## src/rtl/bk_irq_busctl.sv

```systemverilog
// bk_irq_busctl: bus-cycle controller for a CSR register window plus vectored interrupt arbitration.
//   clk, reset_n                 clock, asynchronous active-low reset
//   ce                           clock enable; all state advances only on enabled edges
//   sync_i/din_i/dout_i/wtbt_i   CPU bus strobes, byte-op flag
//   iako_i                       interrupt acknowledge (sampled at SYNC rise)
//   addr_i/data_i                CPU address and write data
//   psw_pri_i                    CPU priority; interrupts only requested at priority 0
//   ext_rply_i                   reply from external memory (stops the timeout)
//   irq_req_i/irq_vec_i          per-channel request levels and 9-bit vectors
//   data_o                       CSR read data or acknowledged vector, 0 otherwise
//   reg_hit_o                    address falls in the 128-byte register window
//   rply_o/error_o               bus reply, one-ce bus-error pulse
//   virq_o/irq_ack_o             vectored IRQ request, per-channel acknowledge pulses
module bk_irq_busctl #(
  parameter int          NCHAN    = 2,
  parameter int          WAIT     = 0,
  parameter int          TIMEOUT  = 63,
  parameter logic [15:0] REG_BASE = 16'o177600,
  parameter logic [6:0]  CSR_OFS  = 7'o060
) (
  input  logic                 clk,
  input  logic                 reset_n,
  input  logic                 ce,
  input  logic                 sync_i,
  input  logic                 din_i,
  input  logic                 dout_i,
  input  logic                 wtbt_i,
  input  logic                 iako_i,
  input  logic [15:0]          addr_i,
  input  logic [15:0]          data_i,
  input  logic [2:0]           psw_pri_i,
  input  logic                 ext_rply_i,
  input  logic [NCHAN-1:0]     irq_req_i,
  input  logic [9*NCHAN-1:0]   irq_vec_i,
  output logic [15:0]          data_o,
  output logic                 reg_hit_o,
  output logic                 rply_o,
  output logic                 error_o,
  output logic                 virq_o,
  output logic [NCHAN-1:0]     irq_ack_o
);
  localparam int IW = NCHAN > 1 ? $clog2(NCHAN) : 1;
  typedef enum logic [1:0] {IDLE = 2'd0, WAITST = 2'd1, REPLY = 2'd2, HOLD = 2'd3} st_t;
  st_t             st_q;
  logic [2:0]      wcnt_q;
  logic [7:0]      tmo_q;
  logic            run_q, sync_q, err_q, virq_q, is_ack_q, win_v_q;
  logic [NCHAN-1:0] m_q, ackp_q, pend;
  logic [IW-1:0]   ch_q, win_q, csr_ch, win_c;
  logic            csr_hit, rise, unused_ok;
  logic [8:0]      vec_w;
  assign reg_hit_o = addr_i[15:7] == REG_BASE[15:7];
  assign pend = irq_req_i & ~m_q;
  assign rise = sync_i & ~sync_q;
  assign unused_ok = ^{data_i[15:7], data_i[5:0]};
  always_comb begin
    csr_hit = 1'b0;
    csr_ch = '0;
    win_c = '0;
    // CSRs are word registers, so address bit 0 is ignored in the decode
    for (int i = 0; i < NCHAN; i++)
      if (reg_hit_o && addr_i[6:1] == 6'((CSR_OFS + 7'(4 * i)) >> 1)) begin
        csr_hit = 1'b1;
        csr_ch = IW'(i);
      end
    // descending scan so the lowest pending index wins
    for (int i = NCHAN - 1; i >= 0; i--)
      if (pend[i]) win_c = IW'(i);
  end
  assign vec_w = irq_vec_i[9 * win_q +: 9];
  assign data_o = st_q == IDLE ? '0 :
                  is_ack_q ? (win_v_q ? {7'b0, vec_w} : '0) :
                  {8'b0, irq_req_i[ch_q], m_q[ch_q], 6'b0};
  assign rply_o = st_q[1];
  assign error_o = err_q;
  assign virq_o = virq_q;
  assign irq_ack_o = ackp_q;
  always_ff @(posedge clk or negedge reset_n) begin
    if (!reset_n) begin
      st_q <= IDLE;
      wcnt_q <= '0;
      tmo_q <= '0;
      run_q <= 1'b0;
      sync_q <= 1'b0;
      err_q <= 1'b0;
      virq_q <= 1'b0;
      is_ack_q <= 1'b0;
      win_v_q <= 1'b0;
      m_q <= '0;
      ackp_q <= '0;
      ch_q <= '0;
      win_q <= '0;
    end else if (ce) begin
      sync_q <= sync_i;
      virq_q <= |pend && psw_pri_i == 3'd0;
      ackp_q <= '0;
      err_q <= 1'b0;
      if (rise) begin
        run_q <= 1'b1;
        tmo_q <= '0;
      end else if (!sync_i || rply_o || ext_rply_i) begin
        run_q <= 1'b0;
        tmo_q <= '0;
      end else if (run_q) begin
        tmo_q <= tmo_q + 8'd1;
        if (tmo_q == 8'(TIMEOUT - 1)) begin
          err_q <= 1'b1;
          run_q <= 1'b0;
        end
      end
      case (st_q)
        IDLE:
          if (rise && (csr_hit || iako_i)) begin
            st_q <= WAITST;
            wcnt_q <= 3'(WAIT);
            is_ack_q <= iako_i;
            ch_q <= csr_ch;
            win_q <= win_c;
            win_v_q <= |pend;
          end
        WAITST:
          if (!sync_i) st_q <= IDLE;
          else if (wcnt_q == 3'd0) begin
            st_q <= REPLY;
            if (is_ack_q && win_v_q) ackp_q[win_q] <= 1'b1;
          end else wcnt_q <= wcnt_q - 3'd1;
        REPLY:
          if (!sync_i) st_q <= IDLE;
          else if (din_i || dout_i) begin
            st_q <= HOLD;
            // odd-byte writes miss the mask bit, which lives in the low byte
            if (dout_i && !is_ack_q && !(wtbt_i && addr_i[0])) m_q[ch_q] <= data_i[6];
          end
        default:
          if (!sync_i) st_q <= IDLE;
      endcase
    end
  end
endmodule

```

## config.mk

```make
export PLATFORM = sky130hd
export DESIGN_NAME = bk_irq_busctl
export DESIGN_NICKNAME = d
export VERILOG_FILES = /design/src/rtl/bk_irq_busctl.sv
export SDC_FILE = /design/constraint.sdc
export NUM_CORES = 1
export LEC_CHECK = 0
export CAP_MARGIN = 20
export CORE_ASPECT_RATIO = 0.7
export CORE_MARGIN = 3
export CORE_UTILIZATION = 35
export CTS_CLUSTER_SIZE = 28
export DETAILED_ROUTE_END_ITERATION = 6
export HOLD_SLACK_MARGIN = 0.05
export PLACE_DENSITY_LB_ADDON = 0.1
export SYNTH_ARGS = -nofsm -noshare
export SYNTH_HDL_FRONTEND = slang
export SYNTH_SLANG_ARGS = --single-unit
```

## constraint.sdc

```tcl
create_clock -name clk -period 2.15 [get_ports clk]
set_input_delay 0.3225 -clock clk [delete_from_list [all_inputs] [get_ports clk]]
set_output_delay 0.3225 -clock clk [all_outputs]
set_load 0.03 [all_outputs]
```

Yosys cells after proc, flatten, opt, wreduce, memory -nomap -nowiden
Cells that the tools add are included.
{ "word_totals": {"latch_bits": 0, "register_bits": 25, "ramBits": 0, "wordCells": 108, "mem_bits_ro": 0, "mem_count": 0} }
{ "op_classes": {"magnitude_cmp": 4, "shift": 1, "multipliers": 1, "div": 0, "bitwise_logic": 4, "eq_ne": 12, "addsub": 2, "reduce_logical": 28, "muxes": 43} }
{ "op_table": {"columns": ["operator", "n"], "rows": [
  ["$mux W9", 3],
  ["$mux W8", 3],
  ["$mux W2", 10],
  ["$mux W1", 19],
  ["$shiftx A18 B6 Y9", 1],
  ["$reduce_and A5 Y1", 3],
  ["$eq A6 B5 Y1 const B", 2],
  ["$logic_and A1 B1 Y1", 10],
  ["$eq A9 B9 Y1 const B", 1],
  ["$mux W3", 3],
  ["$add A8 B1 Y8 const B", 1],
  ["$eq A8 B6 Y1 const B", 1],
  ["$logic_not A3 Y1", 2],
  ["$ne A3 B3 Y1 const B", 2],
  ["$pmux W2 S3", 1],
  ["$pmux W3 S2", 1],
  ["$mul A4 B1 Y5 const A", 1],
  ["$logic_or A1 B1 Y1", 4],
  ["$lt A1 B2 Y1 const B", 2],
  ["$ne A2 B2 Y1 const B", 2],
  ["$ne A4 B1 Y1 const B", 1],
  ["$logic_not A1 Y1", 3],
  ["$reduce_and A3 Y1", 1],
  ["$reduce_bool A3 Y1", 1],
  ["other kinds (15)", 17]
]} }

Depth between registers and ports, before layout
{ "depth": {"word_depth": 8, "mapped_depth": 8} }

Worst setup path before layout
OpenSTA, ideal clock, no wires.
{ "synth_timing": {"path_type": "reg-to-output", "from": "register st_q[1]", "to": "output data_o[0]", "setup_slack_ps": 119, "path_buffers": 0, "required_time_ps": 1827, "stages_incl_launch_ff": 6, "arrival_ps": 1709, "cell_sequence": "dfrtp_1 inv_1 ha_1 inv_1 nand3_1 nor2_1"} }
{ "synth_via": {"elab_chain_cells": 2} }
{ "synth_rtl": {"columns": ["element", "line_no", "rtl"], "rows": [
  ["from (decl)", "44", "st_t st_q;"],
  ["from (signal assigned)", "80", "st_q <= IDLE;"],
  ["from (signal assigned)", "114", "st_q <= WAITST;"],
  ["from (signal assigned)", "122", "if (!sync_i) st_q <= IDLE;"],
  ["$logic_not A2 Y1", "71", "assign data_o = st_q == IDLE ? '0 :"],
  ["$mux W9", "71", null],
  ["to (decl)", "35", "output logic [15:0] data_o,"]
]} }
Every way passes these cells.

Final worst setup path
{ "layout_timing": {"from": "register st_q[1]", "to": "output data_o[5]"} }
Same word-level chain as after synthesis.

==> impl_metrics.json <==
{
  "n_antenna_cell": 0,
  "ant_nets": 0,
  "post-place-ws_ns": 0.0108,
  "hold_class": "primary input to asynchronous set/reset pin",
  "grt_antenna_before_repair": 0,
  "ys_warn_count": 0,
  "fin_worst_skew_ns": 0.00534,
  "period_share": 0.944,
  "start_util": 0.375,
  "num-fill-cells": 421,
  "total_power_mw": 1.93,
  "synth_area_um2": 1680,
  "endpoint": "data_o[5]",
  "layout_common_cells": "53 x clkdlybuf4s50_1, 24 x dfrtp_1, 16 x nand2_1, 16 x nor2_1, 16 x buf_4",
  "core_um2": 4480,
  "synth_area_leader_cell": "dfrtp_1",
  "clk_latency_ns": 0.27,
  "placedCellCount": 303,
  "p_leak_nw": 1.03,
  "setup_ws_ns": 0.121,
  "ios": 86,
  "yosysSeqAreaShare": 0.372,
  "final_max_slew_viol_count": 0,
  "firstDrtPassIters": 4,
  "cp-startpoint": "st_q[1]",
  "final_nets": 325,
  "reg2reg_to": "st_q[0]",
  "top_usage_layer": "met1",
  "fp-row-count": 20,
  "start_kind": "register",
  "place_hpwl_um": 3610,
  "synth_cell_types": 40,
  "synth_area_per_cell_um2": 9.09,
  "drc": 0,
  "synth_top_area_share": 0.372,
  "final_common_cell": "clkdlybuf4s50_1",
  "postLayoutCellArea_um2": 2400,
  "via_per_inst": 4.98,
  "postCtsSetupBuffers": 0,
  "cts_hold_buf": 0,
  "cts_tree": "built",
  "multi_input_area_um2": 962,
  "cap_violations": 0,
  "grt_pass1_wl_um": 7450,
  "place.port_buffers": 63,
  "cts_max_level": 1,
  "grt_start_max_net_pins": 26,
  "numCtsBuffers": 3,
  "ir_worst_vdd_uv": 248,
  "num_vias": 1528,
  "overflow": 0,
  "crit_top_cell": "inv_1",
  "setup_viol": 0,
  "globalRouteMet2Util": 0.241,
  "hold_viol_final": 0,
  "setup_tns_ns": 0,
  "synth_seq_cells": 25,
  "crit_path_end_kind": "primary output",
  "worstSetupPathType": "register to primary output",
  "grt_use_met3": 0.0438,
  "cp.required_ns": 1.83,
  "cts_root_buf": "clkbuf_8",
  "crit_arrival_ns": 1.71,
  "slowest_delay_ns": 0.42,
  "synth_cells": 185,
  "grt_util_met1": 0.258,
  "wl_per_cell_um": 14.6,
  "outcome": "finished clean",
  "path_max_fanout": 7,
  "die_y_um": 64.0,
  "syn_to_final_growth_pct": 42.6,
  "cts_sinks": 25,
  "slowest_stage": "dfrtp_2",
  "rr_worst_depth": 6,
  "cts.path.max_buffers": 2,
  "instances_no_fill": 307,
  "fmax_mhz": 493,
  "die_x_um": 88.8,
  "drive_gt1_frac": 0.119,
  "grt_pass1_vias": 1513,
  "place_congestion": 0.835,
  "drtIter0Drc": 50,
  "crit_path_cell_trace": "inv_1 > ha_1 > inv_1 > nand3_2 > nor2_1 > buf_4",
  "yosys-top-cells-area": "dfrtp_1 37%, mux2i_1 8.3%, ha_1 6.0%",
  "fin_crit_ns": 2.03,
  "rsz0062_at_grt": "no",
  "r2r_slack_ns": 0.32,
  "placed_area_um2": 2350,
  "track_usage": 0.167,
  "p_per_area_nw_per_um2": 806,
  "seqCellArea_um2": 627,
  "routed_wirelength_um": 4490,
  "clk_pin_slew_ns": 0.09,
  "worstReg2RegStart": "st_q[1]",
  "fp.dieArea_um2": 5690
}
## area by class of cell
| class | instances | share of cell area |
|---|---|---|
| clock buffer | 4 | 0.0188 |
| inverter | 12 | 0.0188 |
| multi-input combinational | 142 | 0.401 |
| sequential | 25 | 0.261 |
| tap | 55 | 0.0287 |
| timing repair buffer | 69 | 0.271 |
## through the flow
step / utilization / hold slack, ns
after detailed placement: 0.524 / 0.478
after global routing: 0.535 / 0.416
final: 0.535 / 0.403
after floorplan: - / 0.0269
after CTS: 0.535 / 0.415
after global placement: 0.524 / 0.490
## flip-flops by register name (all words and copies together), names as in the netlist
| name | count |
|---|---|
| tmo_q | 8 |
| run_q | 1 |
| ch_q | 1 |
| error_o | 1 |
| m_q | 2 |
| is_ack_q | 1 |
| st_q | 2 |
| irq_ack_o | 2 |
| win_q | 1 |
| wcnt_q | 3 |
| win_v_q | 1 |
| virq_o | 1 |
| sync_q | 1 |
## repair_timing
item                                   CTS  global route
resized for setup                        1             1
gates cloned                             0             0
setup endpoints to repair                7             7
endpoints found under the hold margin    0             0
## worst max-delay path: cells and delay by family (launching register included)
family                   cells  cell delay [ns]
adder cells (fa/ha/maj)      1             0.24
AND/OR/NAND/NOR              2             0.34
flip-flops                   1             0.42
buffers and inverters        3             0.43
## cell usage after synthesis, drive strengths merged
master   number
nand4bb       1
nand3b        1
a211o         1
o22a          2
o211ai        2
buf           9
nand4b        2
a211oi        1
and4          1
nand3         9
nor3          4
nand2b        2
nor2b         5
and3          4
dfrtp        25
o2bb2ai       5
nor4          2
a32o          1
a22o          2
clkbuf        3
inv          12
o22ai         1
o21ai        14
mux2          5
nor2         16
o221ai        1
o31ai         2
or2           1
a21oi         7
conb          1
nand2        16
ha            8
mux2i        14
nand4         5
## worst min-delay path by stage
stage | from | to | slack (ns) | depth (start not counted)
floorplan | reset_n | ch_q | 0.03 | 0
global placement | win_v_q | win_v_q | 0.49 | 2
detailed placement | error_o | error_o | 0.48 | 1
CTS | reset_n | wcnt_q[0] | 0.41 | 2
global route | reset_n | wcnt_q[0] | 0.42 | 2
finish | reset_n | wcnt_q[0] | 0.40 | 2
## power breakdown
part	internal [mW]	total (mW)	switching (mW)
clock	0.133	0.281	0.149
combinational	0.459	0.975	0.516
sequential	0.559	0.677	0.118
## cell families (layout without fill, tap and decap cells)
kind of cell | after synthesis | in the layout | synth area share
buffers and inverters | 24 | 85 | 0.0722
adder cells (fa/ha/maj) | 8 | 8 | 0.0595
multiplexers | 19 | 19 | 0.117
AND/OR/NAND/NOR | 69 | 69 | 0.219
flip-flops | 25 | 25 | 0.372
AO/OA/AOI/OAI | 39 | 39 | 0.158
other | 1 | 7 | 0.00223
## routing by layer
layer | routed length (um) | vias to the layer above
li1 | - | 784
met1 | 2400 | 707
met2 | 1870 | 35
met3 | 208 | 2
met4 | 12 | 0
met5 | 0 | -
Power figures use the tool's default switching activity.
